$ cat config.mk
export PLATFORM = sky130hd
export DESIGN_NAME = conv_result_drain
export DESIGN_NICKNAME = d
export VERILOG_FILES = /design/src/rtl/nn_pkg.sv /design/src/rtl/drain_out_reg.sv /design/src/rtl/conv_result_drain.sv
export SDC_FILE = /design/constraint.sdc
export NUM_CORES = 1
export LEC_CHECK = 0
export BUFFER_PORTS_ARGS = -buffer_cell sky130_fd_sc_hd__buf_2
export CORE_UTILIZATION = 30
export CTS_CLUSTER_DIAMETER = 30
export DETAILED_ROUTE_END_ITERATION = 6
export GPL_TIMING_DRIVEN = 1
export RECOVER_POWER = 25
export SYNTH_ARGS = -nofsm -noshare
export SYNTH_HDL_FRONTEND = slang
export SYNTH_HIERARCHICAL = 1
export SYNTH_SLANG_ARGS = --single-unit
export TNS_END_PERCENT = 10
$ cat constraint.sdc
create_clock -name clk -period 2.3 [get_ports clk]
set_input_delay 0.23 -clock clk [delete_from_list [all_inputs] [get_ports clk]]
set_output_delay 0.23 -clock clk [all_outputs]
set_load 0.02 [all_outputs]
$ cat src/rtl/nn_pkg.sv
// Shared definitions for the convolution system: default bus widths and the
// result-drain FSM state encoding used by conv_result_drain and its bench.
package nn_pkg;

   localparam int NN_ADDR_W = 3;
   localparam int NN_DATA_W = 16;

   typedef logic [2:0] drn_state_t;

   localparam drn_state_t DRN_IDLE     = 3'd0;
   localparam drn_state_t DRN_GO       = 3'd1;
   localparam drn_state_t DRN_WAIT_FIN = 3'd2;
   localparam drn_state_t DRN_RD_ISSUE = 3'd3;
   localparam drn_state_t DRN_RD_CAPT  = 3'd4;
   localparam drn_state_t DRN_PRESENT  = 3'd5;
   localparam drn_state_t DRN_DONE     = 3'd6;
   localparam drn_state_t DRN_ERROR    = 3'd7;

   // Busy covers every state in which a run is in flight.
   function automatic logic drn_is_busy(input drn_state_t st);
      logic b;
      case (st)
         DRN_IDLE, DRN_DONE, DRN_ERROR: b = 1'b0;
         default:                       b = 1'b1;
      endcase
      return b;
   endfunction

endpackage

$ cat src/rtl/drain_out_reg.sv
// Output holding register for the result drain: captures one RAM word with
// its index/last tag and holds it stable on the valid/ready port until taken.
module drain_out_reg
   import nn_pkg::*;
#(
   parameter int ADDR_W = NN_ADDR_W,
   parameter int DATA_W = NN_DATA_W
) (
   input  logic              clk,
   input  logic              reset,
   input  logic              load,
   input  logic [DATA_W-1:0] load_data,
   input  logic [ADDR_W-1:0] load_index,
   input  logic              load_last,
   input  logic              ready,
   output logic              valid,
   output logic [DATA_W-1:0] data,
   output logic [ADDR_W-1:0] index,
   output logic              last
);

   // Load a new word, or drop valid once the sink has taken the current one.
   always_ff @(posedge clk) begin
      if (reset) begin
         valid <= 1'b0;
         data  <= {DATA_W{1'b0}};
         index <= {ADDR_W{1'b0}};
         last  <= 1'b0;
      end else if (load) begin
         valid <= 1'b1;
         data  <= load_data;
         index <= load_index;
         last  <= load_last;
      end else if (valid && ready) begin
         valid <= 1'b0;
      end else begin
         valid <= valid;
      end
   end

endmodule

$ cat src/rtl/conv_result_drain.sv
// Host-side result drain: pulses go, waits (bounded) for finish, then reads
// NUM_WORDS words from the output RAM one at a time and streams them out.
// Optional build macro: DRAIN_CHECKSUM_EN adds checksum/checksum_valid outputs.
module conv_result_drain
   import nn_pkg::*;
#(
   parameter int ADDR_W         = NN_ADDR_W,
   parameter int DATA_W         = NN_DATA_W,
   parameter int NUM_WORDS      = 8,
   parameter int TIMEOUT_CYCLES = 1024
) (
   input  logic              clk,
   input  logic              reset,
   input  logic              start,
   output logic              xxx__dut__go,
   input  logic              dut__xxx__finish,
   output logic [ADDR_W-1:0] drn__dom__address,
   output logic              drn__dom__enable,
   input  logic [DATA_W-1:0] dom__drn__data,
   output logic              out_valid,
   input  logic              out_ready,
   output logic [DATA_W-1:0] out_data,
   output logic [ADDR_W-1:0] out_index,
   output logic              out_last,
   output logic              busy,
   output logic              timeout_err
`ifdef DRAIN_CHECKSUM_EN
   ,
   output logic [DATA_W-1:0] checksum,
   output logic              checksum_valid
`endif
);

   localparam int                TMR_W    = $clog2(TIMEOUT_CYCLES + 1);
   localparam logic [TMR_W-1:0]  TMR_LAST = TMR_W'(TIMEOUT_CYCLES - 1);
   localparam logic [TMR_W-1:0]  TMR_ONE  = TMR_W'(1);
   localparam logic [ADDR_W-1:0] IDX_LAST = ADDR_W'(NUM_WORDS - 1);
   localparam logic [ADDR_W-1:0] IDX_ONE  = ADDR_W'(1);

   drn_state_t        state_r, state_next_s;
   logic [ADDR_W-1:0] idx_r, idx_next_s;
   logic [TMR_W-1:0]  timer_r, timer_next_s;
   logic              accept_s;
   logic              load_s;
   logic              last_s;

   assign accept_s = out_valid & out_ready;
   assign load_s   = (state_r == DRN_RD_CAPT);
   assign last_s   = (idx_r == IDX_LAST);

   // Next-state, word index and finish-timer logic.
   always_comb begin
      state_next_s = state_r;
      idx_next_s   = idx_r;
      timer_next_s = {TMR_W{1'b0}};
      case (state_r)
         DRN_IDLE, DRN_DONE, DRN_ERROR: begin
            if (start) begin
               state_next_s = DRN_GO;
               idx_next_s   = {ADDR_W{1'b0}};
            end else begin
               state_next_s = state_r;
            end
         end
         DRN_GO: state_next_s = DRN_WAIT_FIN;
         DRN_WAIT_FIN: begin
            // finish is checked first so it wins over a same-cycle timeout
            if (dut__xxx__finish) begin
               state_next_s = DRN_RD_ISSUE;
            end else if (timer_r == TMR_LAST) begin
               state_next_s = DRN_ERROR;
            end else begin
               state_next_s = DRN_WAIT_FIN;
               timer_next_s = timer_r + TMR_ONE;
            end
         end
         DRN_RD_ISSUE: state_next_s = DRN_RD_CAPT;
         DRN_RD_CAPT:  state_next_s = DRN_PRESENT;
         DRN_PRESENT: begin
            if (accept_s) begin
               if (last_s) begin
                  state_next_s = DRN_DONE;
               end else begin
                  state_next_s = DRN_RD_ISSUE;
                  idx_next_s   = idx_r + IDX_ONE;
               end
            end else begin
               state_next_s = DRN_PRESENT;
            end
         end
         default: state_next_s = DRN_IDLE;
      endcase
   end

   // State, counters and registered control outputs (decoded from next state).
   always_ff @(posedge clk) begin
      if (reset) begin
         state_r           <= DRN_IDLE;
         idx_r             <= {ADDR_W{1'b0}};
         timer_r           <= {TMR_W{1'b0}};
         xxx__dut__go      <= 1'b0;
         drn__dom__enable  <= 1'b0;
         drn__dom__address <= {ADDR_W{1'b0}};
         busy              <= 1'b0;
         timeout_err       <= 1'b0;
      end else begin
         state_r          <= state_next_s;
         idx_r            <= idx_next_s;
         timer_r          <= timer_next_s;
         xxx__dut__go     <= (state_next_s == DRN_GO);
         drn__dom__enable <= (state_next_s == DRN_RD_ISSUE);
         busy             <= drn_is_busy(state_next_s);
         if (state_next_s == DRN_RD_ISSUE) begin
            drn__dom__address <= idx_next_s;
         end else begin
            drn__dom__address <= drn__dom__address;
         end
         if (state_next_s == DRN_ERROR) begin
            timeout_err <= 1'b1;
         end else if (state_next_s == DRN_GO) begin
            timeout_err <= 1'b0;
         end else begin
            timeout_err <= timeout_err;
         end
      end
   end

   drain_out_reg #(
      .ADDR_W (ADDR_W),
      .DATA_W (DATA_W)
   ) u_out_reg (
      .clk        (clk),
      .reset      (reset),
      .load       (load_s),
      .load_data  (dom__drn__data),
      .load_index (idx_r),
      .load_last  (last_s),
      .ready      (out_ready),
      .valid      (out_valid),
      .data       (out_data),
      .index      (out_index),
      .last       (out_last)
   );

`ifdef DRAIN_CHECKSUM_EN
   logic [DATA_W-1:0] checksum_r;
   logic              checksum_valid_r;

   // Running modulo sum of accepted words, restarted on every launch.
   always_ff @(posedge clk) begin
      if (reset) begin
         checksum_r       <= {DATA_W{1'b0}};
         checksum_valid_r <= 1'b0;
      end else begin
         if (state_next_s == DRN_GO) begin
            checksum_r <= {DATA_W{1'b0}};
         end else if (accept_s) begin
            checksum_r <= checksum_r + out_data;
         end else begin
            checksum_r <= checksum_r;
         end
         checksum_valid_r <= (state_next_s == DRN_DONE);
      end
   end

   assign checksum       = checksum_r;
   assign checksum_valid = checksum_valid_r;
`endif

endmodule

## Word-level counts from Yosys, hierarchy flattened

Index checks and enable logic that the tools add are counted.

| storage, ports and cells | value |
|---|---|
| flip-flop bits (word level) | 45 |
| output and inout bits | 28 |
| word-level logic and storage cells | 52 |
| input bits | 21 |

| operators by class | value |
|---|---|
| bitwise logic cells | 2 |
| add/subtract/negate cells | 2 |
| mux-type cells | 15 |
| reductions and logical operators | 8 |
| equal/unequal tests | 13 |

Operators with widths:

| operator | count |
|---|---|
| $mux W3 | 8 |
| $eq A3 B3 Y1 const B | 7 |
| $pmux W3 S6 | 1 |
| $add A11 B1 Y11 const B | 1 |
| $eq A11 B10 Y1 const B | 1 |
| $eq A3 B2 Y1 const B | 3 |
| $eq A3 B1 Y1 const B | 2 |
| $logic_not A3 Y1 | 2 |
| $pmux W3 S2 | 1 |
| $reduce_or A3 Y1 | 2 |
| $mux W1 | 5 |
| $reduce_bool A2 Y1 | 2 |
| $reduce_or A4 Y1 | 1 |
| $add A3 B1 Y3 const B | 1 |
| $and A1 B1 Y1 | 1 |
| $logic_and A1 B1 Y1 | 1 |
| $not A1 Y1 | 1 |

## Depth between registers and ports, before layout

| depth | value |
|---|---|
| depth after elaboration | 7 |
| mapped depth | 7 |
| gate-level depth less buffers | 6 |

## Hierarchy

Netlist, hierarchy kept.

Modules (own cells, without submodules):

| module | cells an instance | instances | area each (µm²) | seq. area each (µm²) |
|---|---|---|---|---|
| conv_result_drain | 129 | 1 | 1167.4 | 480.5 |
| drain_out_reg | 69 | 1 | 769.5 | 420.4 |

## Worst setup path after synthesis

OpenSTA, ideal clock, no wires.

| timing | value |
|---|---|
| kind | register to register |
| start | reg u_out_reg.valid |
| end | reg drn__dom__address[0] |
| path buffers | 0 |
| slack | 383 ps |
| stages on the path, launching flop included | 6 |
| required time | 2179 ps |
| period minus slack after synthesis | 1917 ps |
| data arrival time | 1796 ps |
| cells stage by stage | dfxtp_1 -> nand2_1 -> mux2_2 -> a211o_1 -> nor4b_4 -> mux2_4 |

| between the ends | value |
|---|---|
| longest elaborated chain between the ends | 4 |
| elaborated cells between the ends (all ways) | 6 |

RTL lines:

| what | RTL line | RTL |
|---|---|---|
| start, declared | drain_out_reg.sv:16 | `output logic valid,` |
| start signal, assigned | drain_out_reg.sv:37 | `valid <= valid;` |
| $and A1 B1 Y1 * | conv_result_drain.sv:47 | `assign accept_s = out_valid & out_ready;` |
| $mux W3 | conv_result_drain.sv:80 | `if (accept_s) begin` |
| $pmux W3 S6 | conv_result_drain.sv:56 | `case (state_r)` |
| $eq A3 B2 Y1 | conv_result_drain.sv:113 | `if (state_next_s == DRN_RD_ISSUE) begin` |
| end signal, assigned | conv_result_drain.sv:103 | `drn__dom__address <= {ADDR_W{1'b0}};` |
| end signal, assigned | conv_result_drain.sv:114 | `drn__dom__address <= idx_next_s;` |
| end signal, assigned | conv_result_drain.sv:116 | `drn__dom__address <= drn__dom__address;` |
| end, declared | conv_result_drain.sv:17 | `output logic [ADDR_W-1:0] drn__dom__address,` |

Mark *: on every way between the ends. The rest lies on a longest branch, timed or not.
A chain may end at the register's enable or synchronous reset.

## Final worst setup path

| timing | value |
|---|---|
| start | reg state_r[1] |
| end | reg drn__dom__address[1] |

| between the ends | value |
|---|---|
| longest elaborated chain between the ends | 4 |
| elaborated cells between the ends (all ways) | 13 |

RTL lines:

| what | RTL line | RTL |
|---|---|---|
| start, declared | conv_result_drain.sv:40 | `drn_state_t state_r, state_next_s;` |
| start signal, assigned | conv_result_drain.sv:107 | `state_r <= state_next_s;` |
| $eq A3 B3 Y1 / $logic_not A3 Y1 (equally long branches) | conv_result_drain.sv:56 |  |
| $reduce_or A3 Y1 | conv_result_drain.sv:56 |  |
| $pmux W3 S6 | conv_result_drain.sv:56 |  |
| $eq A3 B2 Y1 | conv_result_drain.sv:113 |  |

Parallel ways exist; a longest one is shown, timed or not.

==> impl_metrics.csv <==
group,metric,value,unit
grt,grt_max_degree,27,
logic_synthesis,synth_area,1940,um^2
clocking,cts_tree,"built",
routing,drc,0,
clocking,hold_buffers,0,
worst_setup_path,rr_worst_depth,5,
timing,setup_viol_count_final,0,
routing,routed-via-count,1476,
cells_and_area,postLayoutCoreUtil,37.9,%
timing,whs,0.161,ns
place,hpwlAfterDp,2680,um
power_and_ir_drop,powerDensity,651,nW/um^2
grt,overflow,0,
grt,met1_usage,14.3,%
cells_and_area,antennaDiodeCount,0,
grt,grt_usage,12.0,%
floorplanning,rows,28,
grt,grt_util_met3,3.85,%
cells_and_area,layout_common_cells,"dfxtp_1, nor2_1, buf_2",
logic_synthesis,synth_cell_types,42,
clocking,root_buffer,"clkbuf_8",
worst_setup_path,worstSetupEndpointType,"flop",
grt,grt-busiest-layer,"met2",
cells_and_area,final_common_cell,"dfxtp_1",
logic_synthesis,syn_area_per_cell,9.78,um^2
min_path,min_path_type,"in2reg",
routing,ant_nets,0,
routing,drt-pass1-iter-count,4,
worst_setup_path,r2r_end,"drn__dom__address[1]",
grt,grt_pass1_vias,1398,
worst_setup_path,crit_path_max_fanout,9,
worst_setup_path,regToRegStartpoint,"state_r[1]",
clocking,h-tree-depth,2,
worst_setup_path,cp.required,2.49,ns
worst_setup_path,reg2reg_slack,0.15,ns
logic_synthesis,ys_warn_count,6,
cells_and_area,nets,270,
logic_synthesis,ys_ff_latch,45,
floorplanning,ioPinCount,49,
clocking,cts_buffer_depth,2,
cells_and_area,area_growth,18.6,%
routing,totalWireLength,3670,um
power_and_ir_drop,p_leak,0.913,nW
timing,fin_crit,2.15,ns
cells_and_area,fillCellCount,616,
power_and_ir_drop,peakVddDrop,0.339,mV
clocking,cts_sinks,45,
timing,hold_viol_final,0,
timing,fin_tns_setup,0,ns
clocking,clk_latency,0.30,ns
run_status,status,"finished clean",
floorplanning,initial_utilization,32.0,%
min_path,hold_depth,3,
run,maxCapViolCount,0,
grt,antenna_found_initial,0,
timing,worstMarginPinSlew,0.387,ns
routing,drtIter0Drc,33,
timing,relSlewSlack,74.1,%
logic_synthesis,ys_seq_area_share,46.5,%
floorplanning,chipHeight,82.4,um
place,gp_congestion,0.749,
timing,period_share,93.4,%
worst_setup_path,criticalPathCategory,"reg2reg",
logic_synthesis,syn_inst,198,
clocking,cts_setup_buffers,0,
timing,fmax,466,MHz
min_path,hp-start,"dom__drn__data[10]",
grt,use_met2,19.5,%
cells_and_area,drive_gt1_share,23.0,%
clocking,path_clk_slew,0.08,ns
logic_synthesis,synth_nets,221,
grt,grt_pass1_wl,6150,um
routing,wl_per_cell,11.4,um
floorplanning,dieArea,6780,um^2
worst_setup_path,cp-start-kind,"flop",
clocking,cts_resized,0,
floorplanning,die_x,82.4,um
min_path,hold_end,"u_out_reg/data[10]",
timing,fin_worst_skew,0.00643,ns
clocking,cts_made_buffers,5,
timing,slew_viol_final,0,
place,portBuffers,48,
timing,rsz0062_at_grt,"no",
worst_setup_path,cp_data_arrival_time,2.34,ns
floorplanning,core_region_area,6060,um^2
routing,viasPerCell,4.57,
## critical path, stage by stage (launching register included)
cell and delay (ns):
dfxtp_1 0.47, or3b_4 0.44, nor4_4 0.28, a21oi_2 0.08, nor4b_4 0.43, mux2_4 0.33
## metal layers
layer / vias to the layer above / routed length, um
met5: - / 0
met4: 0 / 61
met3: 8 / 178
met2: 33 / 1580
met1: 671 / 1850
li1: 764 / -
## synth_stat cells, drive strengths merged
library cell / count / share of area (%)
mux2i: 20 / 10
and3: 3 / 0.97
o32ai: 1 / 0.45
nor3b: 1 / 0.39
a21oi: 9 / 2.5
ha: 2 / 1.3
nand4: 2 / 1.7
nor4b: 1 / 1.2
nor3: 3 / 0.77
a211o: 1 / 0.45
inv: 8 / 1.6
buf: 6 / 3.4
dfxtp: 45 / 47
nand2: 5 / 0.97
nand3b: 2 / 0.77
o21ai: 8 / 2.1
or2: 1 / 0.32
or3: 5 / 1.6
nand2b: 4 / 1.3
and2: 1 / 0.32
nor2b: 3 / 0.97
o32a: 1 / 0.52
a211oi: 3 / 1.4
and3b: 1 / 0.45
nand3: 5 / 1.3
a22o: 1 / 0.45
xor2: 2 / 0.90
or3b: 1 / 0.58
nor4: 1 / 1.1
o21ba: 1 / 0.52
mux2: 4 / 2.9
nor2: 40 / 7.8
clkbuf: 4 / 0.77
xnor2: 3 / 1.4
## power by group
part	switching (W)	internal [W]
sequential	0.0000140	0.000798
combinational	0.0000983	0.0000751
clock	0.000268	0.000244
total	0.000380	0.00112
## metrics by stage
| step | power [W] | std cells | setup WS [ns] | instance area, um^2 |
|---|---|---|---|---|
| after floorplan | 0.000957 | 198 | 0.383 | 1940 |
| after global placement | 0.00100 | 315 | 0.177 | 2220 |
| after detailed placement | 0.00101 | 315 | 0.149 | 2220 |
| after CTS | 0.00152 | 323 | 0.144 | 2320 |
| after global routing | 0.00157 | 323 | 0.0420 | 2300 |
| final | 0.00150 | 323 | 0.152 | 2300 |
## worst max path at each step
stage	depth (start not counted)	from	slack, ns	to
3_3_place_gp	5	state_r[1]	0.18	drn__dom__address[1]
5_1_grt	6	timer_r[0]	0.04	drn__dom__address[0]
6_report	5	state_r[1]	0.15	drn__dom__address[1]
2_1_floorplan	5	u_out_reg/valid	0.38	drn__dom__address[0]
3_5_place_dp	5	state_r[1]	0.15	drn__dom__address[1]
4_1_cts	5	state_r[1]	0.14	drn__dom__address[2]
## flip-flops by register name (all words and copies together), names as in the netlist, 3 cells and up
name               flops
u_out_reg/data        16
timer_r               11
u_out_reg/index        3
state_r                3
drn__dom__address      3
idx_r                  3
## area by class of cell
cell class	count	area, um^2	area share (%)
Multi-Input combinational cell	135	927	40.4
Sequential cell	45	901	39.2
Timing Repair Buffer	52	249	10.8
Tap cell	75	93.8	4.08
Clock buffer	6	82.6	3.59
Inverter	8	30.0	1.31
Clock inverter	2	13.8	0.599
## kinds of logic (layout without fill, tap and decap cells)
| kind of cell | after synthesis | after routing | synth area share [%] |
|---|---|---|---|
| muxes | 24 | 24 | 13.2 |
| buffers and inverters | 18 | 68 | 5.75 |
| xor gates and xnor gates | 5 | 5 | 2.26 |
| adders and majority gates | 2 | 2 | 1.29 |
| and+or+nand+nor | 79 | 79 | 22.5 |
| AOI/OAI and AO/OA | 25 | 25 | 8.40 |
| DFF | 45 | 45 | 46.5 |
Note: power is estimated with default switching activity, not from simulation.
